## config.mk

```make
export PLATFORM = sky130hd
export DESIGN_NAME = dm_port_arbiter
export DESIGN_NICKNAME = d
export VERILOG_FILES = /design/src/rtl/dm_port_arbiter.sv
export SDC_FILE = /design/constraint.sdc
export NUM_CORES = 1
export LEC_CHECK = 0
export CORE_UTILIZATION = 43
export DETAILED_ROUTE_END_ITERATION = 7
export PLACE_DENSITY = 0.81
export SKIP_LAST_GASP = 1
export SYNTH_ARGS = -nofsm -noshare
export SYNTH_HDL_FRONTEND = slang
export SYNTH_SLANG_ARGS = --single-unit
```

## constraint.sdc

```tcl
create_clock -name i_clk -period 2 [get_ports i_clk]
set_input_delay 0.4 -clock i_clk [delete_from_list [all_inputs] [get_ports i_clk]]
set_output_delay 0.4 -clock i_clk [all_outputs]
set_load 0.02 [all_outputs]
```

## src/rtl/dm_port_arbiter.sv

```systemverilog
// ---------------------------------------------------------------------------
// dm_port_arbiter
//   Shares the single data-memory port between the pipeline load/store path
//   (P) and the debug/file-loader path (D). Each access is granted from IDLE,
//   runs for MEM_LAT BUSY cycles on latched request fields, and then finishes
//   with a one-cycle DONE pulse to its owner. P normally wins a contested
//   grant. A starve counter forces a D grant after MAX_DBG_WAIT consecutive
//   contested P wins, so the debug path can never be locked out.
//
// Parameters
//   ADDR_W        data memory word-address width
//   DATA_W        data width
//   MEM_LAT       memory access cycles, legal 1..8
//   MAX_DBG_WAIT  contested P wins before D is forced, >= 1
//
// Ports
//   i_clk, i_rst_n                        clock (rising edge), async active-low reset
//   i_p_req/i_p_we/i_p_addr/i_p_wdata     pipeline request; held stable until o_p_done
//   o_p_stall                             pipeline freeze = i_p_req & ~o_p_done
//   o_p_done, o_p_rdata                   completion pulse, load data (held after done)
//   i_d_req/i_d_we/i_d_addr/i_d_wdata     debug request, same rules as pipeline
//   o_d_done, o_d_rdata                   completion pulse, load data (held after done)
//   o_mem_we/o_mem_addr/o_mem_wdata       memory write strobe, address, write data
//   i_mem_rdata                           memory read data
// ---------------------------------------------------------------------------
module dm_port_arbiter #(
  parameter int ADDR_W       = 10,
  parameter int DATA_W       = 32,
  parameter int MEM_LAT      = 1,
  parameter int MAX_DBG_WAIT = 8
) (
  input  logic              i_clk,
  input  logic              i_rst_n,
  input  logic              i_p_req,
  input  logic              i_p_we,
  input  logic [ADDR_W-1:0] i_p_addr,
  input  logic [DATA_W-1:0] i_p_wdata,
  output logic              o_p_stall,
  output logic              o_p_done,
  output logic [DATA_W-1:0] o_p_rdata,
  input  logic              i_d_req,
  input  logic              i_d_we,
  input  logic [ADDR_W-1:0] i_d_addr,
  input  logic [DATA_W-1:0] i_d_wdata,
  output logic              o_d_done,
  output logic [DATA_W-1:0] o_d_rdata,
  output logic              o_mem_we,
  output logic [ADDR_W-1:0] o_mem_addr,
  output logic [DATA_W-1:0] o_mem_wdata,
  input  logic [DATA_W-1:0] i_mem_rdata
);

  // MEM_LAT tops out at 8, so the remaining-cycle counter needs 3 bits.
  localparam int                CNT_W    = 3;
  localparam int                STV_W    = $clog2(MAX_DBG_WAIT + 1);
  localparam logic [CNT_W-1:0]  CNT_INIT = CNT_W'(MEM_LAT - 1);
  localparam logic [STV_W-1:0]  STV_MAX  = STV_W'(MAX_DBG_WAIT);

  typedef enum logic [1:0] {
    S_IDLE = 2'd0,
    S_BUSY = 2'd1,
    S_DONE = 2'd2
  } state_t;

  state_t              r_state;
  state_t              w_state_next;

  logic                r_owner;     // 0 = pipeline, 1 = debug
  logic                r_we;
  logic [ADDR_W-1:0]   r_addr;
  logic [DATA_W-1:0]   r_wdata;
  logic [CNT_W-1:0]    r_cnt;
  logic                r_first;     // set only during the first BUSY cycle
  logic [STV_W-1:0]    r_starve;
  logic [DATA_W-1:0]   r_p_rdata;
  logic [DATA_W-1:0]   r_d_rdata;

  logic                w_contested;
  logic                w_grant_d;
  logic                w_grant_p;
  logic                w_grant;
  logic                w_sel_we;
  logic [ADDR_W-1:0]   w_sel_addr;
  logic [DATA_W-1:0]   w_sel_wdata;

  // Arbitration: P wins a contest unless D has already lost MAX_DBG_WAIT
  // contests in a row.
  assign w_contested = i_p_req & i_d_req;
  assign w_grant_d   = i_d_req & (~i_p_req | (r_starve == STV_MAX));
  assign w_grant_p   = i_p_req & ~w_grant_d;
  assign w_grant     = w_grant_p | w_grant_d;

  assign w_sel_we    = w_grant_d ? i_d_we    : i_p_we;
  assign w_sel_addr  = w_grant_d ? i_d_addr  : i_p_addr;
  assign w_sel_wdata = w_grant_d ? i_d_wdata : i_p_wdata;

  // Next state and per-state strobes. mem_we is decoded from registered
  // state only, so an asynchronous reset removes it immediately.
  always_comb begin
    w_state_next = r_state;
    o_mem_we     = 1'b0;
    o_p_done     = 1'b0;
    o_d_done     = 1'b0;
    case (r_state)
      S_IDLE: begin
        if (w_grant) begin
          w_state_next = S_BUSY;
        end
      end
      S_BUSY: begin
        o_mem_we = r_we & r_first;
        if (r_cnt == '0) begin
          w_state_next = S_DONE;
        end
      end
      S_DONE: begin
        o_p_done     = ~r_owner;
        o_d_done     = r_owner;
        w_state_next = S_IDLE;
      end
      default: begin
        w_state_next = S_IDLE;
      end
    endcase
  end

  assign o_p_stall   = i_p_req & ~o_p_done;
  // Address and data come from the latched fields and keep their last value
  // through DONE and IDLE.
  assign o_mem_addr  = r_addr;
  assign o_mem_wdata = r_wdata;
  assign o_p_rdata   = r_p_rdata;
  assign o_d_rdata   = r_d_rdata;

  always_ff @(posedge i_clk or negedge i_rst_n) begin
    if (!i_rst_n) begin
      r_state   <= S_IDLE;
      r_owner   <= 1'b0;
      r_we      <= 1'b0;
      r_addr    <= '0;
      r_wdata   <= '0;
      r_cnt     <= '0;
      r_first   <= 1'b0;
      r_starve  <= '0;
      r_p_rdata <= '0;
      r_d_rdata <= '0;
    end else begin
      r_state <= w_state_next;
      case (r_state)
        S_IDLE: begin
          if (w_grant) begin
            r_owner <= w_grant_d;
            r_we    <= w_sel_we;
            r_addr  <= w_sel_addr;
            r_wdata <= w_sel_wdata;
            r_cnt   <= CNT_INIT;
            r_first <= 1'b1;
            // Uncontested P grants leave the counter alone; only contested
            // P wins count towards forcing D.
            if (w_grant_d) begin
              r_starve <= '0;
            end else if (w_contested && (r_starve != STV_MAX)) begin
              r_starve <= r_starve + STV_W'(1);
            end
          end
        end
        S_BUSY: begin
          r_first <= 1'b0;
          if (r_cnt != '0) begin
            r_cnt <= r_cnt - CNT_W'(1);
          end else if (r_owner) begin
            r_d_rdata <= i_mem_rdata;
          end else begin
            r_p_rdata <= i_mem_rdata;
          end
        end
        default: begin
        end
      endcase
    end
  end

endmodule

```

# Yosys cells after proc, flatten, opt, wreduce, memory -nomap -nowiden
# Index checks and enable logic that the tools add are counted.
[word_totals] regBits=118 out_inout_bits=110
[op_classes] n_mux=16 n_addsub=2 n_reduce_logical=13 n_eq_ne=7 n_bitwise=12
[ops] operator="$mux 32" count=1
[ops] operator="$reduce_and 3->1" count=4
[ops] operator="$mux 10" count=1
[ops] operator="$mux 4" count=2
[ops] operator="$mux 3" count=2
[ops] operator="$ne 2x2->1 const B" count=3
[ops] operator="$pmux 3 s2" count=1
[ops] operator="$reduce_and 2->1" count=3
[ops] operator="$and 1x1->1" count=5
[ops] operator="$mux 1" count=5
[ops] operator="$not 1->1" count=5
[ops] operator="$add 4x1->4 const B" count=1
[ops] operator="$eq 4x4->1 const B" count=1
[ops] operator="$mux 2" count=2
[ops] operator="$ne 4x4->1 const B" count=1
[ops] operator="$pmux 2 s2" count=1
[ops] operator="$reduce_bool 2->1" count=2
[ops] operator="$logic_not 3->1" count=1
[ops] operator="$reduce_bool 3->1" count=1
[ops] operator="$sub 3x1->3 const B" count=1
[ops] operator="$eq 2x1->1 const B" count=1
[ops] operator="$eq 2x2->1 const B" count=1
[ops] operator="$logic_not 2->1" count=1
[ops] operator="$or 1x1->1" count=2
[ops] operator="other kinds (2)" count=2

# Longest topological paths before layout
[logic_depth] ltp_word=8 mapped_depth=7 mapped_depth_nobuf=5

# Worst setup path before layout
# Ideal clock, no wire load.
[synth_path] path_kind="register to output" startpoint="register r_state[0]" endpoint="output o_p_stall" arrival_ns=1.337 required_time_ns=1.600 path_stages_with_launch=4 setup_slack_ns=0.263 path_cell_list="dfrtp_1 -> buf_4 -> nor3b_1 -> nor2b_1"
[synth_between] elab_chain_len=4
[synth_rtl] item="from (decl)" line="65" rtl="state_t r_state;"
[synth_rtl] item="from (signal assigned)" line="148" rtl="r_state <= w_state_next;"
[synth_rtl] item="$eq 2x2->1" line="104" rtl="case (r_state)"
[synth_rtl] item="$mux 1" line="104"
[synth_rtl] item="named net o_p_done" line="39" rtl="output logic o_p_done,"
[synth_rtl] item="$not 1->1" line="127" rtl="assign o_p_stall = i_p_req & ~o_p_done;"
[synth_rtl] item="$and 1x1->1" line="127"
[synth_rtl] item="to (decl)" line="38" rtl="output logic o_p_stall,"
# The timed path passes the listed nets, and every way through them passes these cells.

# Final worst setup path
[layout_path] startpoint="register r_wdata[24], in the netlist o_mem_wdata[24]" endpoint="output o_mem_wdata[24]"
[layout_rtl] item="from (decl)" line="71" rtl="logic [DATA_W-1:0] r_wdata;"
[layout_rtl] item="from (signal assigned)" line="155" rtl="r_wdata <= w_sel_wdata;"
[layout_rtl] item="to (decl)" line="49" rtl="output logic [DATA_W-1:0] o_mem_wdata,"
# No word-level cell between the ends.

==> flow_summary.yaml <==
run_status:
  run_status: "finished clean"
global_routing:
  grt-ovfl-total: 0
  grt_first_pass_wirelength_um: 24600
  number_of_antenna_violations_at_the_first_check_in_global_routing: 0
  grt_pass1_vias: 4841
  globalRouteTotalUtil: 0.247
  grt_start_max_net_pins: 45
synth:
  ys_top_cells_by_count: "sky130_fd_sc_hd__dfrtp_1, sky130_fd_sc_hd__inv_1, sky130_fd_sc_hd__nand3_1"
  area_of_the_mapped_netlist_um2: 5470
  synth_top_area_cell: "sky130_fd_sc_hd__dfrtp_1"
  synth-main-ff-cell: "sky130_fd_sc_hd__dfrtp_1"
  synth.top_cell.area_share: 0.540
  synth_enable_flop_cells: 0
  synthTopCellsByArea: "sky130_fd_sc_hd__dfrtp_1, sky130_fd_sc_hd__mux2_4, sky130_fd_sc_hd__mux2_2, sky130_fd_sc_hd__o221ai_1, sky130_fd_sc_hd__nand4_1"
  ys_async_sr_fraction: 1.00
  yosysWarnings: 0
  synth-seq-area-share: 0.540
  post_synth_inst_count: 448
  yosysUniqueCellTypes: 42
  synth.most_common_cell: "sky130_fd_sc_hd__dfrtp_1"
  synth_seq_cells: 118
  synth_nets: 574
  synth.avg_cell_area_um2: 12.2
setup_path:
  path_depth: 1
  worstPathCellList: "clkdlybuf4s50_1"
  critPathArrivalTime_ns: 1.46
  crit_path_max_incr_delay_ns: 0.67
  endpoint_kind: "output pin"
  setup.worst_path.class: "reg2out"
  worstPathMaxFanout: 2
  worst_ep_required_time_ns: 1.60
  critical-path-slowest-cell: "sky130_fd_sc_hd__clkdlybuf4s50_1"
  timing.reg2reg.worst_path_depth: 6
  cp_top_family: "buffers and inverters"
  critical_path.startpoint_type: "flip-flop"
  worst-path-buf-inv: 1
routing:
  viasPerCell: 5.33
  number_of_drc_violations_after_detailed_routing: 0
  detailed_route_wl_um: 15700
  drt_iter0_markers: 257
  ant_nets: 0
  drt-pass1-iter-count: 4
  routedWlPerCell_um: 18.3
  vias: 4585
floorplan:
  initial_core_util: 0.448
  die_h_um: 115
  placeableCoreArea_um2: 12200
  floorplan.die.width_um: 115
  num_io_pins: 232
  core.rowCount: 40
  total_die_area_um2: 13200
place:
  placedCellCount: 828
  preCtsSetupSlack_ns: -0.109
  cell_area_after_placement_um2: 8000
  detailed_place_hpwl_um: 11000
  port_buffers: 231
  place.gp.congestion: 0.839
sta:
  timing_worst_slew_pin_value_ns: 0.444
  fmax_mhz: 539
  hold_viol_final: 0
  fin_hold_ws_ns: 0.461
  slew_viol_final: 0
  post-route-worst-setup-slack_ns: 0.145
  worst_slew_margin_rel: 0.704
  skew_ns: 0.00654
  final.setup.tns_ns: 0
  timing.final.setup_violations: 0
  fin_crit_ns: 1.86
  rsz0062_at_grt: "false"
  min_period_over_period: 0.928
power_and_ir_drop:
  netSwitchingPower_mw: 5.28
  internal-power_mw: 9.88
  p_clk_frac: 0.231
  power_frac_seq: 0.282
  power_switching_share: 0.349
  leakage_nw: 3.68
  vdd.ir_drop.worst_mv: 0.745
  power_density_nw_per_um2: 1750
  design_power_total_mw: 15.2
  combinationalPowerShare: 0.487
job:
  timing.max_cap.violations: 0
cts:
  tritoncts.num_buffers: 17
  maximum_clock_path_buffer_count: 2
  cts_htree_levels: 4
  clkSinkCount: 118
  worst_skew_pair.late_latency_ns: 0.42
  clk_pin_slew_worst_paths_ns: 0.05
  tritoncts_clock_tree: "done"
  clock_tree_root: "sky130_fd_sc_hd__clkbuf_16"
finish:
  n_antenna_cell: 0
  layout-area-overhead-vs-synth_pct: 58.8
  finish.net_count: 806
  final_instance_count_without_filler_cells: 860
  fin_area_um2: 8680
  final_layout_size_suffix_gt1_frac: 0.194
  post-route-util: 0.711
hold_path:
  kind_of_path_behind_the_tightest_hold_check: "in2async"
-- path summary, 6_finish.rpt --
path                            slack, ns                        end                         from
worst max-delay path                 0.14            o_mem_wdata[24]  o_mem_wdata[24]$_DFFE_PN0P_
max in group asynchronous            0.95  o_mem_addr[3]$_DFFE_PN0P_                      i_rst_n
worst max register to register       0.16  o_p_rdata[20]$_DFFE_PN0P_         r_cnt[0]$_DFFE_PN0P_
min in group i_clk                   0.47       r_cnt[0]$_DFFE_PN0P_         r_cnt[0]$_DFFE_PN0P_
worst min-delay path                 0.46  o_p_rdata[13]$_DFFE_PN0P_                      i_rst_n
worst min register to register       0.47       r_cnt[0]$_DFFE_PN0P_         r_cnt[0]$_DFFE_PN0P_
-- cells in the final DEF, fill, tap and decap left out, types with 2 or more instances in the layout --
cell	n
sky130_fd_sc_hd__buf_4	18
sky130_fd_sc_hd__nand3_1	46
sky130_fd_sc_hd__clkbuf_16	17
sky130_fd_sc_hd__o221ai_2	6
sky130_fd_sc_hd__dlygate4sd2_1	3
sky130_fd_sc_hd__bufinv_16	6
sky130_fd_sc_hd__clkbuf_8	4
sky130_fd_sc_hd__nand4_1	44
sky130_fd_sc_hd__nand2_1	5
sky130_fd_sc_hd__ha_1	4
sky130_fd_sc_hd__a21oi_1	2
sky130_fd_sc_hd__clkdlybuf4s50_1	226
sky130_fd_sc_hd__clkinv_2	3
sky130_fd_sc_hd__inv_1	50
sky130_fd_sc_hd__buf_12	6
sky130_fd_sc_hd__mux2_2	34
sky130_fd_sc_hd__mux2_4	31
sky130_fd_sc_hd__o21ai_0	4
sky130_fd_sc_hd__dfrtp_1	118
sky130_fd_sc_hd__o221ai_1	37
-- metal layers --
metal | vias to the layer above | wire, µm | global-route usage
met5 | - | 0 | 0
met4 | 0 | 284 | 0.0961
met3 | 25 | 1550 | 0.105
met2 | 215 | 8000 | 0.432
met1 | 2240 | 5880 | 0.265
li1 | 2105 | - | -
-- sequential cells by signal (all words and copies together), names as in the netlist --
signal and count:
o_d_rdata 32, o_mem_addr 10, o_mem_wdata 32, o_p_rdata 32
r_cnt 3, r_first 1, r_owner 1, r_starve 4
r_state 2, r_we 1
-- cells by family (layout without fill, tap and decap cells) --
logic type	count (synthesis)	after routing	share of synthesized area
compound gates	54	54	0.0890
flops	118	118	0.540
fa+ha+maj	4	4	0.00916
simple gates	113	113	0.124
buf+inv	92	336	0.0792
xor+xnor	1	1	0.00160
mux	66	66	0.157
-- power by group through the flow --
stage | logic (mW) | clock network (mW) | registers, mW
after floorplan | 2.93 | 0 | 5.52
after global placement | 7.22 | 0 | 4.22
after detailed placement | 7.39 | 0 | 4.29
after CTS | 7.43 | 3.55 | 4.29
after global routing | 7.84 | 3.67 | 4.42
final | 7.38 | 3.50 | 4.28
-- what timing repair did --
action / 4_1_cts / 5_1_grt
hold endpoints to repair: 24 / 0
buffers inserted: 0 / 0
setup endpoints to repair: 4 / 1
hold buffers: 1 / 0
gates resized for setup: 5 / 2
-- cell type report --
class / instances / area (µm²)
Clock buffer: 22 / 484
Clock inverter: 9 / 195
Fill cell: 890 / 3530
Inverter: 50 / 188
Multi-Input combinational cell: 238 / 2090
Sequential cell: 118 / 2950
Tap cell: 168 / 210
Timing Repair Buffer: 255 / 2560
(Power assumes the default switching activity.)
